===== src/rtl/f1_input_driver.sv =====
// F1 program-input producer: conditions a raw push-button into a one-shot t0 pulse
// and captures a free-running LFSR into t4. Optional macro: F1_MANUAL_SEED_EN.
module f1_input_driver #(
    parameter int                    DATAWIDTH       = 32,
    parameter int                    LFSR_WIDTH      = 7,
    parameter logic [LFSR_WIDTH-1:0] LFSR_TAPS       = 7'h60,
    parameter int                    DEBOUNCE_CYCLES = 4,
    parameter int                    HOLD_CYCLES     = 16
) (
    input  logic                  clk,
    input  logic                  rst_n,
    input  logic                  btn_in,
`ifdef F1_MANUAL_SEED_EN
    input  logic                  seed_load,
    input  logic [LFSR_WIDTH-1:0] seed_in,
`endif
    output logic                  t0,
    output logic [DATAWIDTH-1:0]  t4,
    output logic                  busy
);

    localparam int DBW = (DEBOUNCE_CYCLES > 1) ? $clog2(DEBOUNCE_CYCLES) : 1;
    localparam int HCW = (HOLD_CYCLES > 1) ? $clog2(HOLD_CYCLES) : 1;

    localparam logic [DBW-1:0] DB_LAST   = DBW'(DEBOUNCE_CYCLES - 1);
    localparam logic [HCW-1:0] HOLD_LAST = HCW'(HOLD_CYCLES - 1);

    localparam logic [LFSR_WIDTH-1:0] LFSR_ONE = LFSR_WIDTH'(1);

    typedef enum logic [1:0] {
        IDLE,
        HOLD,
        WAIT_RELEASE
    } state_t;

    logic s1;
    logic s2;

    logic           btn_db;
    logic           btn_db_q;
    logic           btn_db_next;
    logic [DBW-1:0] db_cnt;
    logic [DBW-1:0] db_cnt_next;

    logic [LFSR_WIDTH-1:0] lfsr;
    logic [LFSR_WIDTH-1:0] lfsr_adv;
    logic [LFSR_WIDTH-1:0] lfsr_next;
    logic                  fb;

    state_t         state;
    state_t         state_next;
    logic [HCW-1:0] hold_cnt;
    logic [HCW-1:0] hold_next;
    logic           t0_next;
    logic [DATAWIDTH-1:0] t4_next;
    logic           rise;

    // Two-flop synchroniser for the asynchronous button.
    always_ff @(posedge clk or negedge rst_n) begin
        if (!rst_n) begin
            s1 <= 1'b0;
            s2 <= 1'b0;
        end else begin
            s1 <= btn_in;
            s2 <= s1;
        end
    end

    always_comb begin
        db_cnt_next = '0;
        btn_db_next = btn_db;
        if (s2 != btn_db) begin
            if (db_cnt == DB_LAST) begin
                btn_db_next = s2;
            end else begin
                db_cnt_next = db_cnt + 1'b1;
            end
        end
    end

    always_ff @(posedge clk or negedge rst_n) begin
        if (!rst_n) begin
            db_cnt   <= '0;
            btn_db   <= 1'b0;
            btn_db_q <= 1'b0;
        end else begin
            db_cnt   <= db_cnt_next;
            btn_db   <= btn_db_next;
            btn_db_q <= btn_db;
        end
    end

    assign fb       = ^(lfsr & LFSR_TAPS);
    assign lfsr_adv = (lfsr == '0) ? LFSR_ONE
                                   : {lfsr[LFSR_WIDTH-2:0], fb};

`ifdef F1_MANUAL_SEED_EN
    always_comb begin
        lfsr_next = lfsr_adv;
        if (seed_load) begin
            lfsr_next = (seed_in == '0) ? LFSR_ONE : seed_in;
        end
    end
`else
    assign lfsr_next = lfsr_adv;
`endif

    always_ff @(posedge clk or negedge rst_n) begin
        if (!rst_n) begin
            lfsr <= LFSR_ONE;
        end else begin
            lfsr <= lfsr_next;
        end
    end

    assign rise = btn_db & ~btn_db_q;

    // Trigger FSM; t0 and t4 are registered so the register file sees clean levels.
    always_comb begin
        state_next = state;
        hold_next  = hold_cnt;
        t0_next    = t0;
        t4_next    = t4;
        unique case (state)
            IDLE: begin
                t0_next = 1'b0;
                if (rise) begin
                    state_next = HOLD;
                    t0_next    = 1'b1;
                    t4_next    = DATAWIDTH'(lfsr);
                    hold_next  = HOLD_LAST;
                end
            end
            HOLD: begin
                if (hold_cnt == '0) begin
                    state_next = WAIT_RELEASE;
                    t0_next    = 1'b0;
                end else begin
                    hold_next = hold_cnt - 1'b1;
                end
            end
            WAIT_RELEASE: begin
                t0_next = 1'b0;
                if (!btn_db) begin
                    state_next = IDLE;
                end
            end
            default: begin
                state_next = IDLE;
                t0_next    = 1'b0;
            end
        endcase
    end

    always_ff @(posedge clk or negedge rst_n) begin
        if (!rst_n) begin
            state    <= IDLE;
            hold_cnt <= '0;
            t0       <= 1'b0;
            t4       <= '0;
        end else begin
            state    <= state_next;
            hold_cnt <= hold_next;
            t0       <= t0_next;
            t4       <= t4_next;
        end
    end

    assign busy = (state != IDLE);

endmodule


===== config.mk =====
export PLATFORM = sky130hd
export DESIGN_NAME = f1_input_driver
export DESIGN_NICKNAME = d
export VERILOG_FILES = /design/src/rtl/f1_input_driver.sv
export SDC_FILE = /design/constraint.sdc
export NUM_CORES = 1
export LEC_CHECK = 0
export BUFFER_PORTS_ARGS = -buffer_cell sky130_fd_sc_hd__buf_2
export CAP_MARGIN = 10
export CORE_MARGIN = 3
export CORE_UTILIZATION = 30
export CTS_BUF_LIST = sky130_fd_sc_hd__clkbuf_8
export CTS_CLUSTER_DIAMETER = 150
export CTS_CLUSTER_SIZE = 25
export DETAILED_ROUTE_END_ITERATION = 6
export PLACE_DENSITY_LB_ADDON = 0.1
export SLEW_MARGIN = 40
export SYNTH_ARGS = -nofsm -noshare
export SYNTH_HDL_FRONTEND = slang
export SYNTH_SLANG_ARGS = --single-unit

===== constraint.sdc =====
create_clock -name clk -period 1.4 [get_ports clk]
set_input_delay 0.14 -clock clk [delete_from_list [all_inputs] [get_ports clk]]
set_output_delay 0.14 -clock clk [all_outputs]
set_load 0.03 [all_outputs]

==> impl_metrics.csv <==
group,metric,value,unit
floorplan,rows,22,
clock_tree,cts.reportedPaths.clkPinSlew,0.09,ns
sta,hold_viol_final,0,
logic_synthesis,synth.distinct_cells,31,
placed_design,io_buffers,11,
cells_and_area,stdcell_count,170,
logic_synthesis,syn_area,1260,µm²
logic_synthesis,ys_top_cells_by_area,"dfrtp_1 (52%), buf_4 (15%), mux2_4 (4.8%), mux2_2 (3.6%), dfstp_2 (2.1%)",
cells_and_area,fillers,373,
logic_synthesis,yosys.area.top_type,"dfrtp_1",
status,outcome,"completed",
clock_tree,cts_buffers,3,
logic_synthesis,yosys_warnings,0,
clock_tree,clkLatencyLatePin,0.26,ns
placed_design,hpwl,1.31,mm
worst_setup_path,critPathLaunchType,"flip-flop",
worst_setup_path,rr_endpoint,"t4[6]",
worst_setup_path,crit_fanout,13,
route,totalWireLength,1.81,mm
route,wl_per_cell,10.6,µm
placed_design,place_inst,164,
grt,antenna_found_initial,0,
placed_design,gp_congestion,0.698,
min_path,min_from,"s1",
logic_synthesis,synthCells,104,
route,ant_nets,0,
worst_setup_path,worstReg2RegStart,"btn_db_q",
grt,track_usage,0.0761,
worst_setup_path,arrival,1.51,ns
cells_and_area,final_common_cell,"dfrtp_1",
route,vias,697,
cells_and_area,area_growth,13.9,%
worst_setup_path,crit_slowest_cell,"dfrtp_1",
worst_setup_path,crit_required,1.56,ns
clock_tree,clk_path_buf_depth,2,
min_path,hold_class,"reg -> reg",
grt,gr-total-overflow,0,
sta,drv_slew,0,
worst_setup_path,end_kind,"flip-flop",
sta,finalSetupViolations,0,
route,dr.pass1.iters,2,
sta,max_freq,0.741,GHz
floorplan,chipWidth,70.9,µm
logic_synthesis,ys_seq_elements,27,
min_path,hold_depth,0,
grt,grt_pass1_vias,683,
sta,tightest_slew,0.570,ns
worst_setup_path,path_cells,"nor4b_4, buf_12, mux2_2",
route,via_per_inst,4.10,
floorplan,die-area,5020,µm²
clock_tree,clockRootBuffer,"clkbuf_8",
sta,rsz0062_at_grt,"false",
min_path,min_to,"s2",
route,drc,0,
pwr,p_per_area,2170,nW/µm²
sta,finClkSkew,0.00253,ns
run,maxCapViolations,0,
sta,period_needed,1.35,ns
worst_setup_path,cpPeakStageDelay,0.40,ns
grt,grt_max_degree,28,
sta,slew_headroom,0.620,
cells_and_area,n_antenna_cell,0,
cells_and_area,finalNetCount,128,
floorplan,die_height,70.9,µm
cells_and_area,final_cell_mix,"dfrtp_1 (26), conb_1 (25), buf_2 (10)",
floorplan,start_util,0.328,
clock_tree,clkSinkCount,27,
cells_and_area,drive_above_1_share,0.344,
sta,holdWs,0.356,ns
worst_setup_path,worstRegToRegCells,3,
worst_setup_path,worstSetupPathType,"reg -> reg",
logic_synthesis,synth_top_cell_area_share,0.515,
logic_synthesis,avgSynthCellArea,12.1,µm²
pwr,leakage,0.000691,µW
floorplan,core,3850,µm²
clock_tree,cts_max_level,1,
grt,grt_pass1_wl,3.06,mm
worst_setup_path,reg2reg_slack,0.05,ns
sta,fin_crit_sh,0.964,
route,drt_iter0_drc,11,
clock_tree,cts_tree,"done",
pwr,ir_worst_vdd,0.953,mV
logic_synthesis,ys_seq_area_frac,0.536,
clock_tree,cts_setup_buffers,0,
sta,fin_setup_tns,0,ns
floorplan,pin_count,37,
-- per-stage QoR --
step	power (µW)	cell area (µm²)	utilization	setup slack [ns]
3_5_place_dp	2580	1330	0.344	0.0261
4_1_cts	3060	1410	0.365	0.00794
3_3_place_gp	2570	1330	0.344	0.0507
2_1_floorplan	2200	1350	-	0.0207
6_report	3110	1440	0.373	0.0506
5_1_grt	3350	1440	0.373	0.000911
-- worst max-delay path, delay by kind of cell, from the launching register on --
kind                   cells  cell delay [ns]
DFF                        1             0.40
and+or+nand+nor            1             0.33
muxes                      1             0.33
buffers and inverters      1             0.19
-- layer usage --
metal  GRT usage  vias to the layer above  share of wire
li1            -                      325              -
met1       0.104                      344           0.45
met2       0.116                       26           0.49
met3      0.0128                        2          0.058
met4      0.0376                        0         0.0055
met5           0                        -              0
-- flip-flops by register name, summed over array words and instances (netlist names) --
register / flops
btn_db_q: 1
s1: 1
btn_db: 1
t0: 1
t4: 7
lfsr: 7
hold_cnt: 4
db_cnt: 2
state: 2
s2: 1
-- cell families (layout without fill, tap and decap cells) --
family                     Yosys count  in the layout  synth area share
DFF                                 27             27             0.536
muxes                                9              9            0.0912
xor gates and xnor gates             1              1           0.00694
AOI/OAI and AO/OA                    7              7            0.0426
adders and majority gates            2              2            0.0198
other                                1             25           0.00297
buffers and inverters               34             28             0.181
and+or+nand+nor                     23             23             0.119
-- how the worst max path moves through the flow --
| stage | cells after the start | slack (ns) | endpoint | startpoint |
|---|---|---|---|---|
| after floorplan | 3 | 0.02 | t4[2] | state[1] |
| after global placement | 5 | 0.05 | hold_cnt[1] | hold_cnt[0] |
| after detailed placement | 3 | 0.03 | t4[6] | state[1] |
| after CTS | 3 | 0.008 | t4[6] | state[1] |
| after global routing | 3 | 0.0009 | t4[0] | btn_db_q |
| final | 3 | 0.05 | t4[6] | btn_db_q |
-- synth_stat cells --
master,count
a31oi_1,1
xor2_1,1
or2_1,1
clkbuf_1,6
a211o_1,2
nor3b_1,1
dfstp_2,1
inv_1,2
ha_1,2
nand2_1,4
and2b_1,1
a21oi_1,1
nor2_1,4
o41ai_1,1
and2_1,1
a21o_1,1
buf_6,1
a21oi_2,1
mux2_4,4
buf_4,25
mux2i_1,1
dfrtp_1,26
nand2b_1,2
nor3b_2,1
conb_1,1
nor3_1,4
nor4b_4,1
or2_2,1
and4b_1,1
nand3b_1,1
mux2_2,4
-- layout make-up --
class                           count  area [µm²]  area share
Inverter                            2        7.51     0.00522
Clock buffer                        3        41.3      0.0287
Tap cell                           48        60.1      0.0418
Timing Repair Buffer               22         165       0.115
Clock inverter                      1        7.51     0.00522
Multi-Input combinational cell     67         479       0.333
Sequential cell                    27         677       0.471
-- report_power, final --
part	total [µW]	switching, µW	internal, µW	leakage [µW]
logic	1490	789	700	0.000363
registers	1190	164	1030	0.000306
clock network	432	231	201	0.0000217
total	3110	1180	1930	0.000691
-- timing repair --
action / 4_1_cts / 5_1_grt
pin swaps: 0 / 4
endpoints found under the setup margin: 1 / 9
hold endpoints to repair: 27 / 0
resized for setup: 4 / 7
hold buffers: 2 / 0
(Power assumes the default switching activity.)
